$ cat config.mk
export PLATFORM = sky130hd
export DESIGN_NAME = load_store_unit_flat
export DESIGN_NICKNAME = d
export VERILOG_FILES = /design/src/rtl/load_store_unit_if.sv /design/src/rtl/load_store_unit.sv /design/src/flat_wrapper.sv
export SDC_FILE = /design/constraint.sdc
export NUM_CORES = 1
export LEC_CHECK = 0
export ABC_AREA = 1
export CORE_AREA = 2 2 123 125
export DETAILED_ROUTE_END_ITERATION = 6
export DIE_AREA = 0 0 125 127
export PLACE_DENSITY = 0.76
export SETUP_SLACK_MARGIN = 0.05
export SYNTH_ARGS = -nofsm -noshare
export SYNTH_HDL_FRONTEND = slang
export SYNTH_SLANG_ARGS = --single-unit
$ cat constraint.sdc
create_clock -name clk -period 1.6 [get_ports clk]
set_input_delay 0.4 -clock clk [delete_from_list [all_inputs] [get_ports clk]]
set_output_delay 0.4 -clock clk [all_outputs]
set_load 0.01 [all_outputs]
$ cat src/rtl/load_store_unit_if.sv
// Data-memory bus between the load/store unit (master) and memory (slave).
// The request fields are held stable while mem_req is high. Read data is sampled when mem_ack is high.
interface load_store_unit_if #(
    parameter int XLEN = 32
);
    logic            mem_req;
    logic            mem_we;
    logic [XLEN-1:0] mem_addr;
    logic [3:0]      mem_be;
    logic [XLEN-1:0] mem_wdata;
    logic            mem_ack;
    logic [XLEN-1:0] mem_rdata;

    modport master (
        output mem_req, mem_we, mem_addr, mem_be, mem_wdata,
        input  mem_ack, mem_rdata
    );

    modport slave (
        input  mem_req, mem_we, mem_addr, mem_be, mem_wdata,
        output mem_ack, mem_rdata
    );
endinterface

$ cat src/rtl/load_store_unit.sv
// MW-stage load/store unit: one memory access per accepted instruction over a req/ack bus.
// The access ends with a one-cycle valid pulse. err qualifies the pulse.
module load_store_unit #(
    parameter int XLEN           = 32,
    parameter int TIMEOUT_CYCLES = 16
) (
    input  logic                 clk,
    input  logic                 rst_n,
    input  logic                 start,
    input  logic                 is_load,
    input  logic                 is_store,
    input  logic [2:0]           funct3,
    input  logic [XLEN-1:0]      addr,
    input  logic [XLEN-1:0]      wdata,
    load_store_unit_if.master    bus,
    output logic                 valid,
    output logic [XLEN-1:0]      rdata,
    output logic                 err,
    output logic                 busy
);
    localparam int CNT_W = (TIMEOUT_CYCLES < 2) ? 1 : $clog2(TIMEOUT_CYCLES + 1);
    localparam bit TO_EN = (TIMEOUT_CYCLES != 0);
    localparam logic [CNT_W-1:0] TO_LIMIT = CNT_W'(TIMEOUT_CYCLES);

    typedef enum logic [1:0] {
        ST_IDLE = 2'd0,
        ST_BUS  = 2'd1,
        ST_DONE = 2'd2
    } state_e;

    state_e            state_q, state_d;
    logic [CNT_W-1:0]  cnt_q, cnt_d, cnt_inc_s;
    logic              is_load_q, is_load_d;
    logic [2:0]        funct3_q, funct3_d;
    logic [1:0]        lane_q, lane_d;
    logic              mem_req_q, mem_req_d;
    logic              mem_we_q, mem_we_d;
    logic [XLEN-1:0]   mem_addr_q, mem_addr_d;
    logic [3:0]        mem_be_q, mem_be_d;
    logic [XLEN-1:0]   mem_wdata_q, mem_wdata_d;
    logic              valid_q, valid_d;
    logic [XLEN-1:0]   rdata_q, rdata_d;
    logic              err_q, err_d;
    logic              busy_q, busy_d;

    function automatic logic req_legal(input logic ld, input logic [2:0] f3, input logic [1:0] lane);
        logic f3_ok;
        logic aligned;
        if (ld) begin
            f3_ok = (f3 == 3'b000) || (f3 == 3'b001) || (f3 == 3'b010) ||
                    (f3 == 3'b100) || (f3 == 3'b101);
        end else begin
            f3_ok = (f3 == 3'b000) || (f3 == 3'b001) || (f3 == 3'b010);
        end
        case (f3[1:0])
            2'b01:   aligned = ~lane[0];
            2'b10:   aligned = (lane == 2'b00);
            default: aligned = 1'b1;
        endcase
        return f3_ok && aligned;
    endfunction

    function automatic logic [3:0] access_be(input logic [2:0] f3, input logic [1:0] lane);
        case (f3[1:0])
            2'b00:   return 4'b0001 << lane;
            2'b01:   return 4'b0011 << {lane[1], 1'b0};
            default: return 4'b1111;
        endcase
    endfunction

    function automatic logic [XLEN-1:0] store_lanes(input logic [2:0] f3, input logic [XLEN-1:0] d);
        case (f3[1:0])
            2'b00:   return {4{d[7:0]}};
            2'b01:   return {2{d[15:0]}};
            default: return d;
        endcase
    endfunction

    function automatic logic [XLEN-1:0] load_extract(input logic [2:0] f3, input logic [1:0] lane,
                                                     input logic [XLEN-1:0] d);
        logic [XLEN-1:0] byte_sh;
        logic [XLEN-1:0] half_sh;
        byte_sh = d >> {lane, 3'b000};
        half_sh = d >> {lane[1], 4'b0000};
        case (f3)
            3'b000:  return {{24{byte_sh[7]}}, byte_sh[7:0]};
            3'b100:  return {24'h000000, byte_sh[7:0]};
            3'b001:  return {{16{half_sh[15]}}, half_sh[15:0]};
            3'b101:  return {16'h0000, half_sh[15:0]};
            default: return d;
        endcase
    endfunction

    assign cnt_inc_s = cnt_q + CNT_W'(1);

    // Next-state and registered-output computation
    always_comb begin
        state_d     = state_q;
        cnt_d       = cnt_q;
        is_load_d   = is_load_q;
        funct3_d    = funct3_q;
        lane_d      = lane_q;
        mem_req_d   = mem_req_q;
        mem_we_d    = mem_we_q;
        mem_addr_d  = mem_addr_q;
        mem_be_d    = mem_be_q;
        mem_wdata_d = mem_wdata_q;
        rdata_d     = rdata_q;
        err_d       = err_q;
        case (state_q)
            ST_IDLE: begin
                if (start && (is_load ^ is_store)) begin
                    is_load_d   = is_load;
                    funct3_d    = funct3;
                    lane_d      = addr[1:0];
                    mem_we_d    = is_store;
                    mem_addr_d  = {addr[XLEN-1:2], 2'b00};
                    mem_be_d    = access_be(funct3, addr[1:0]);
                    mem_wdata_d = store_lanes(funct3, wdata);
                    cnt_d       = '0;
                    if (req_legal(is_load, funct3, addr[1:0])) begin
                        state_d   = ST_BUS;
                        mem_req_d = 1'b1;
                    end else begin
                        // Rejected before touching the bus; a store keeps the previous load result
                        state_d = ST_DONE;
                        err_d   = 1'b1;
                        if (is_load) begin
                            rdata_d = '0;
                        end else begin
                            rdata_d = rdata_q;
                        end
                    end
                end else begin
                    state_d = ST_IDLE;
                end
            end
            ST_BUS: begin
                // An ack in the expiring cycle still counts as a normal completion
                if (bus.mem_ack) begin
                    state_d   = ST_DONE;
                    mem_req_d = 1'b0;
                    err_d     = 1'b0;
                    if (is_load_q) begin
                        rdata_d = load_extract(funct3_q, lane_q, bus.mem_rdata);
                    end else begin
                        rdata_d = rdata_q;
                    end
                end else if (TO_EN && (cnt_inc_s == TO_LIMIT)) begin
                    state_d   = ST_DONE;
                    mem_req_d = 1'b0;
                    err_d     = 1'b1;
                    rdata_d   = '0;
                end else begin
                    cnt_d = cnt_inc_s;
                end
            end
            ST_DONE: begin
                state_d = ST_IDLE;
            end
            default: begin
                state_d   = ST_IDLE;
                mem_req_d = 1'b0;
            end
        endcase
        valid_d = (state_d == ST_DONE);
        busy_d  = (state_d != ST_IDLE);
    end

    // State and output registers
    always_ff @(posedge clk or negedge rst_n) begin
        if (!rst_n) begin
            state_q     <= ST_IDLE;
            cnt_q       <= '0;
            is_load_q   <= 1'b0;
            funct3_q    <= 3'b000;
            lane_q      <= 2'b00;
            mem_req_q   <= 1'b0;
            mem_we_q    <= 1'b0;
            mem_addr_q  <= '0;
            mem_be_q    <= 4'b0000;
            mem_wdata_q <= '0;
            valid_q     <= 1'b0;
            rdata_q     <= '0;
            err_q       <= 1'b0;
            busy_q      <= 1'b0;
        end else begin
            state_q     <= state_d;
            cnt_q       <= cnt_d;
            is_load_q   <= is_load_d;
            funct3_q    <= funct3_d;
            lane_q      <= lane_d;
            mem_req_q   <= mem_req_d;
            mem_we_q    <= mem_we_d;
            mem_addr_q  <= mem_addr_d;
            mem_be_q    <= mem_be_d;
            mem_wdata_q <= mem_wdata_d;
            valid_q     <= valid_d;
            rdata_q     <= rdata_d;
            err_q       <= err_d;
            busy_q      <= busy_d;
        end
    end

    assign bus.mem_req   = mem_req_q;
    assign bus.mem_we    = mem_we_q;
    assign bus.mem_addr  = mem_addr_q;
    assign bus.mem_be    = mem_be_q;
    assign bus.mem_wdata = mem_wdata_q;
    assign valid         = valid_q;
    assign rdata         = rdata_q;
    assign err           = err_q;
    assign busy          = busy_q;
endmodule

$ cat src/flat_wrapper.sv
// flat-port wrapper written by rule: the top's interface ports become plain ports
module load_store_unit_flat 
#(
    parameter int XLEN           = 32,
    parameter int TIMEOUT_CYCLES = 16
)
  (clk, rst_n, start, is_load, is_store, funct3, addr, wdata, valid, rdata, err, busy, bus_mem_req, bus_mem_we, bus_mem_addr, bus_mem_be, bus_mem_wdata, bus_mem_ack, bus_mem_rdata);
  load_store_unit_if #(.XLEN(XLEN)) bus_i ();
  input  logic clk;
  input  logic rst_n;
  input  logic start;
  input  logic is_load;
  input  logic is_store;
  input  logic [2:0] funct3;
  input  logic [XLEN-1:0] addr;
  input  logic [XLEN-1:0] wdata;
  output logic valid;
  output logic [XLEN-1:0] rdata;
  output logic err;
  output logic busy;
  output wire logic [$bits(bus_i.mem_req)-1:0] bus_mem_req;
  output wire logic [$bits(bus_i.mem_we)-1:0] bus_mem_we;
  output wire logic [$bits(bus_i.mem_addr)-1:0] bus_mem_addr;
  output wire logic [$bits(bus_i.mem_be)-1:0] bus_mem_be;
  output wire logic [$bits(bus_i.mem_wdata)-1:0] bus_mem_wdata;
  input wire logic [$bits(bus_i.mem_ack)-1:0] bus_mem_ack;
  input wire logic [$bits(bus_i.mem_rdata)-1:0] bus_mem_rdata;
  assign bus_mem_req = bus_i.mem_req;
  assign bus_mem_we = bus_i.mem_we;
  assign bus_mem_addr = bus_i.mem_addr;
  assign bus_mem_be = bus_i.mem_be;
  assign bus_mem_wdata = bus_i.mem_wdata;
  assign bus_i.mem_ack = bus_mem_ack;
  assign bus_i.mem_rdata = bus_mem_rdata;
  load_store_unit #(.XLEN(XLEN), .TIMEOUT_CYCLES(TIMEOUT_CYCLES)) u_core (.clk(clk), .rst_n(rst_n), .start(start), .is_load(is_load), .is_store(is_store), .funct3(funct3), .addr(addr), .wdata(wdata), .bus(bus_i), .valid(valid), .rdata(rdata), .err(err), .busy(busy));
endmodule
-- Word level (Yosys, flattened, before mapping)
Cells that the tools add are included.
- add/subtract/negate cells: 1
- shift-type cells: 4
- bitwise gates (word level): 3
- muxes and demuxes: 35
- equality and inequality tests: 21
- reductions and logical operators: 18
- operators by type and width (kind ; number):
    $mux 32 ; 6
    $pmux 32 s2 ; 2
    $pmux 32 s4 ; 1
    $shr 32x5->16 ; 1
    $shr 32x5->8 ; 1
    $mux 5 ; 3
    $mux 1 ; 13
    $eq 3x3->1 const B ; 4
    $reduce_and 4->1 ; 3
    $pmux 5 s2 ; 1
    $mux 2 ; 4
    $ne 2x2->1 const B ; 4
    $pmux 4 s2 ; 1
    $eq 2x2->1 const B ; 3
    $eq 3x1->1 const B ; 2
    $logic_not 2->1 ; 3
    $logic_not 3->1 ; 2
    $ne 3x2->1 const B ; 2
    $reduce_and 6->1 ; 1
    $add 5x1->5 const B ; 1
    $eq 5x5->1 const B ; 1
    $eq 2x1->1 const B ; 2
    $logic_or 1x1->1 ; 4
    $ne 2x1->1 const B ; 2
    other kinds (11) ; 15
- output and inout bits: 105
- input bits: 105
- logic and storage cells: 96
- flip-flop bits (word level): 116

-- Longest topological paths before layout
- word-level depth: 13
- gate-level depth with buffers: 12
- depth with buffers taken out: 11

-- Least setup slack after synthesis
OpenSTA, ideal clock, no wires.
- path kind: in2reg
- from: input port funct3[0]
- to: register u_core.rdata_q[0] (netlist: u_core.rdata[0])
- data arrival time: 1.510 ns
- library setup time: 0.121 ns
- stages on the path: 11
- data required time: 1.479 ns
- path buffers: 1
- setup slack: -0.031 ns
- cells stage by stage: inv_1 > ha_1 > inv_2 > nand2_1 > nand2_1 > nand2_1 > nand3_1 > nand3_2 > buf_2 > o21bai_1 > nand2_1
- cells in the longest elaborated chain, start to end: 11
- elaborated cells between the ends (all ways): 20
- ends and longest elaborated chain (what ; line ; RTL):
    from (decl) ; flat_wrapper.sv:14 ; input logic [2:0] funct3;
    $eq 3x1->1 or $logic_not 3->1 (tied branches) ; load_store_unit.sv:50, load_store_unit.sv:53 ;
    $logic_or 1x1->1 (2 in series) ; load_store_unit.sv:50, load_store_unit.sv:53 ;
    $logic_or 1x1->1 ; load_store_unit.sv:50 ; f3_ok = (f3 == 3'b000) || (f3 == 3'b001) || (f3 == 3'b010) ||
    $logic_or 1x1->1 ; load_store_unit.sv:51 ; (f3 == 3'b100) || (f3 == 3'b101);
    $mux 1 ; load_store_unit.sv:49 ; if (ld) begin
    $mux 1 ; load_store_unit.sv:112 ; if (start && (is_load ^ is_store)) begin
    $mux 1 ; load_store_unit.sv:110 ; case (state_q)
    $logic_and 1x1->1 (*) ; load_store_unit.sv:60 ; return f3_ok && aligned;
    $ne 2x2->1 (no line) (*) ; - ;
    $reduce_and 6->1 (no line) (*) ; - ;
    to (signal assigned) ; load_store_unit.sv:199 ; rdata_q <= rdata_d;
    to (decl) ; load_store_unit.sv:42 ; logic [XLEN-1:0] rdata_q, rdata_d;
Mark *: on every way between the ends. The rest lies on a longest branch, timed or not. The select of a mux whose other input is x is not followed.
A chain may end at the register's enable or synchronous reset.

-- Worst setup path after layout
- from: register u_core.cnt_q[2]
- to: register u_core.rdata_q[24] (netlist: u_core.rdata[24])
- cells in the longest elaborated chain, start to end: 4
- ends and longest elaborated chain (what ; line ; RTL):
    from (decl) ; load_store_unit.sv:32 ; logic [CNT_W-1:0] cnt_q, cnt_d, cnt_inc_s;
    from (signal assigned) ; load_store_unit.sv:189 ; cnt_q <= cnt_d;
    $add 5x1->5 ; load_store_unit.sv:94 ; assign cnt_inc_s = cnt_q + CNT_W'(1);
    $eq 5x5->1 ; load_store_unit.sv:149 ; end else if (TO_EN && (cnt_inc_s == TO_LIMIT)) begin
    $ne 3x2->1 (no line) ; - ;
    $reduce_and 6->1 (no line) ; - ;
Every way passes these cells.

==> metrics.md <==
| Metric | Value |
|---|---|
| Reg2Reg Launch Point | u_core.cnt_q[2] |
| Final std cells w/o fill | ~1,200 |
| WL/cell | 16.7 um |
| Internal power | between 0.007 and 0.008 W |
| Starting Density | 40.7% |
| Status | complete, but fails checks |
| Final net count | around 1,100 |
| PD cells | 1170 nW/um^2 |
| Most frequent cells in the layout | nand2_1 (226), dfrtp_1 (116), dlygate4sd2_1 (105), clkdlybuf4s50_1 (97) |
| Cts bufs inserted | 17 |
| Clock share of power | between 30 and 40% |
| Die ar. | 15,900 sq um |
| CP max FO | 8 |
| Via density | between 5 and 6 |
| Final Max Slew Viols | 0 |
| Drt total wl | 20.4 mm |
| CTS sink cnt | between 100 and 150 |
| Hpwl dp | 12.9 mm |
| Syn_area_per_cell | 7.68 sq um |
| Worst EP required | 1900 ps |
| Synthesis-to-layout area growth | 64.5% |
| Tot Pwr | approximately 0.011 W |
| First-pass GRT wire length | 31.8 mm |
| Setup WS pre-CTS | -573 ps |
| Number of global-route vias before repair | 6,411 |
| Failing checks | design-rule violations, negative setup slack |
| Post-route setup slack | -137 ps |
| Seq/Total Area, Yosys | 49.4% |
| CTS clk-pin slew, worst paths | 50 ps |
| H-tree depth | 4 |
| DR iter-0 viols | 494 |
| Final core occ | 67.0% |
| Netlist cell types | 30 |
| Reg power frac | 34.4% |
| Hold WS | 409 ps |
| I/O pins | 210 |
| Overflow after GRT | 0 |
| Startpoint Class | flip-flop |
| Residual DRC | 12 |
| Final period util | 109% |
| Initial antenna violation count | 0 |
| Post-synth top area share | 49.4% |
| Post-Route Skew | ~11 ps |
| Nature of the critical path endpoint | flip-flop |
| Clk Latency, worst-skew pair | ~420 ps |
| IO Port Bufs | 207 |
| Final Setup Violations | 32 |
| Layout cells sized above 1 | 18.7% |
| Synth area leaders | dfrtp_1 (49%), nand2_1 (17%), o21ai_0 (5.1%) |
| Post-Syn Instances | between 700 and 800 |
| Routability congestion estimate | 0.893 |
| Commonest non-fill, non-tap cell in the layout | nand2_1 |
| Ant. Diodes | 0 |
| Die H | 127 um |
| Hold Violations, Final | 0 |
| Sw Ratio | 33.1% |
| Flops & latches, synth | 116 |
| Total track usage | around 25% |
| Detail Route Antenna Nets | 0 |
| Period minus WS final | 1740 ps |
| Max-cap violations | 0 |
| Core footprint | 14,400 sq um |
| CTS tree | done |
| P_sw | 0.00373 W |
| Worst Setup SP | u_core.cnt_q[2] |
| CTS max path bufs | 2 |
| Syn Std Cell Area | ~6000 sq um |
| Rows | 44 |
| Leading area contributor after synthesis | dfrtp_1 |
| Peak Freq | between 0.5 and 0.6 GHz |
| CP arrival | approximately 2000 ps |
| Pre-antenna DRT Iters | 7 |
| Comb power frac | about a third |
| Vias | around 6,300 |
| Leak | 5.06 nW |
| Root Buffer Master | clkbuf_16 |
| DIE WIDTH | 125 um |
| RSZ-0062 raised after global routing | true |
| Pin count of the biggest net entering global routing | 65 |
| Warnings from Yosys | 0 |
| Flop2flop setup slack | -140 ps |
| Worst Hold Class | in2async |
| Crit Path Category | reg2reg |
| Max IR drop VDD | just under 800 uV |
| DP Cell Count | 1,171 |
==> area by class of cell <==
| class | instances | area (sq um) |
|---|---|---|
| Fill cell | 1172 | 4760 |
| Clock buffer | 23 | 478 |
| Multi-Input combinational cell | 538 | 2840 |
| Timing Repair Buffer | 284 | 2890 |
| Inverter | 71 | 269 |
| Sequential cell | 116 | 2900 |
| Clock inverter | 6 | 55.1 |
| Tap cell | 184 | 230 |
==> state kept, by name (all words and copies together), names as in the netlist, 2 cells and up <==
signal / flops
u_core.bus.mem_wdata: 32
u_core.rdata: 32
u_core.bus.mem_addr: 30
u_core.cnt_q: 5
u_core.bus.mem_be: 4
u_core.funct3_q: 3
u_core.lane_q: 2
u_core.state_q: 2
==> through the flow <==
step	cell area, sq um	TNS (ps)
after floorplan	5920	0
after global placement	8560	-44800
after detailed placement	8560	-47200
after CTS	9490	-1280
after global routing	9660	-5790
final	9660	-3160
==> repair_timing <==
action	in CTS	in global routing
buffers inserted	15	2
hold endpoints to repair	14	0
hold buffers	1	0
gates cloned	8	2
gates resized for setup	172	47
setup endpoints to repair	158	47
pin swaps	17	16
==> cells in the mapped netlist <==
master / n
inv_2: 8
conb_1: 1
nor2_1: 42
a21oi_2: 2
o21ai_1: 9
buf_6: 4
o211ai_1: 3
inv_1: 62
nor3_1: 4
ha_1: 4
a31oi_1: 4
nand4_1: 7
or2_1: 1
nor2_4: 1
dfrtp_1: 116
nand3_1: 32
nor2_2: 3
a21oi_1: 47
nand2_1: 271
o21bai_1: 32
o221ai_1: 4
clkinv_1: 1
o21a_1: 2
nand2_2: 6
nand2_4: 1
o21ai_0: 60
buf_4: 4
nand3_2: 1
buf_2: 19
clkbuf_1: 14
==> cell families (layout without fill, tap and decap cells) <==
| group | after synthesis | after routing | share of synthesized area, % |
|---|---|---|---|
| AND/OR/NAND/NOR | 369 | 369 | 25.4 |
| AO/OA/AOI/OAI | 163 | 163 | 15.9 |
| flip-flops | 116 | 116 | 49.4 |
| buffers and inverters | 112 | 384 | 8.33 |
| adder cells (fa/ha/maj) | 4 | 4 | 0.852 |
| other | 1 | 2 | 0.0638 |
==> worst max-delay path: stages (launching register included) <==
cell       delay [ps]
dfrtp_1           510
nand4_1           180
nand2_2           130
nand3_2           100
nand2_4           100
nand2_8            60
buf_8             140
clkbuf_16         160
o21bai_1          150
nand2_1            70
==> power by group through the flow <==
stage / sequential, W / clock, W / combinational, W
2_1_floorplan: 0.00412 / 0 / 0.00143
3_3_place_gp: 0.00392 / 0 / 0.00370
3_5_place_dp: 0.00392 / 0 / 0.00373
4_1_cts: 0.00388 / 0.00353 / 0.00381
5_1_grt: 0.00396 / 0.00370 / 0.00424
6_report: 0.00388 / 0.00350 / 0.00391
==> routing by layer <==
layer  vias to the layer above  wire, um  global-route usage (%)
met5                         -         0                       0
met4                         0       593                    11.8
met3                        57      2240                    9.76
met2                       372      9820                    40.9
met1                      2934      7730                    29.8
li1                       2974         -                       -
==> final timing paths <==
path                                            to  cells after the start
hold reg to reg            u_core.bus.mem_addr[10]                      2
max in group asynchronous   u_core.bus.mem_addr[9]                      3
hold / removal                     u_core.cnt_q[1]                      2
setup reg to reg                  u_core.rdata[24]                      9
min in group clk              u_core.bus.mem_be[3]                      3
setup / recovery                  u_core.rdata[24]                      9
Power figures use the tool's default switching activity.
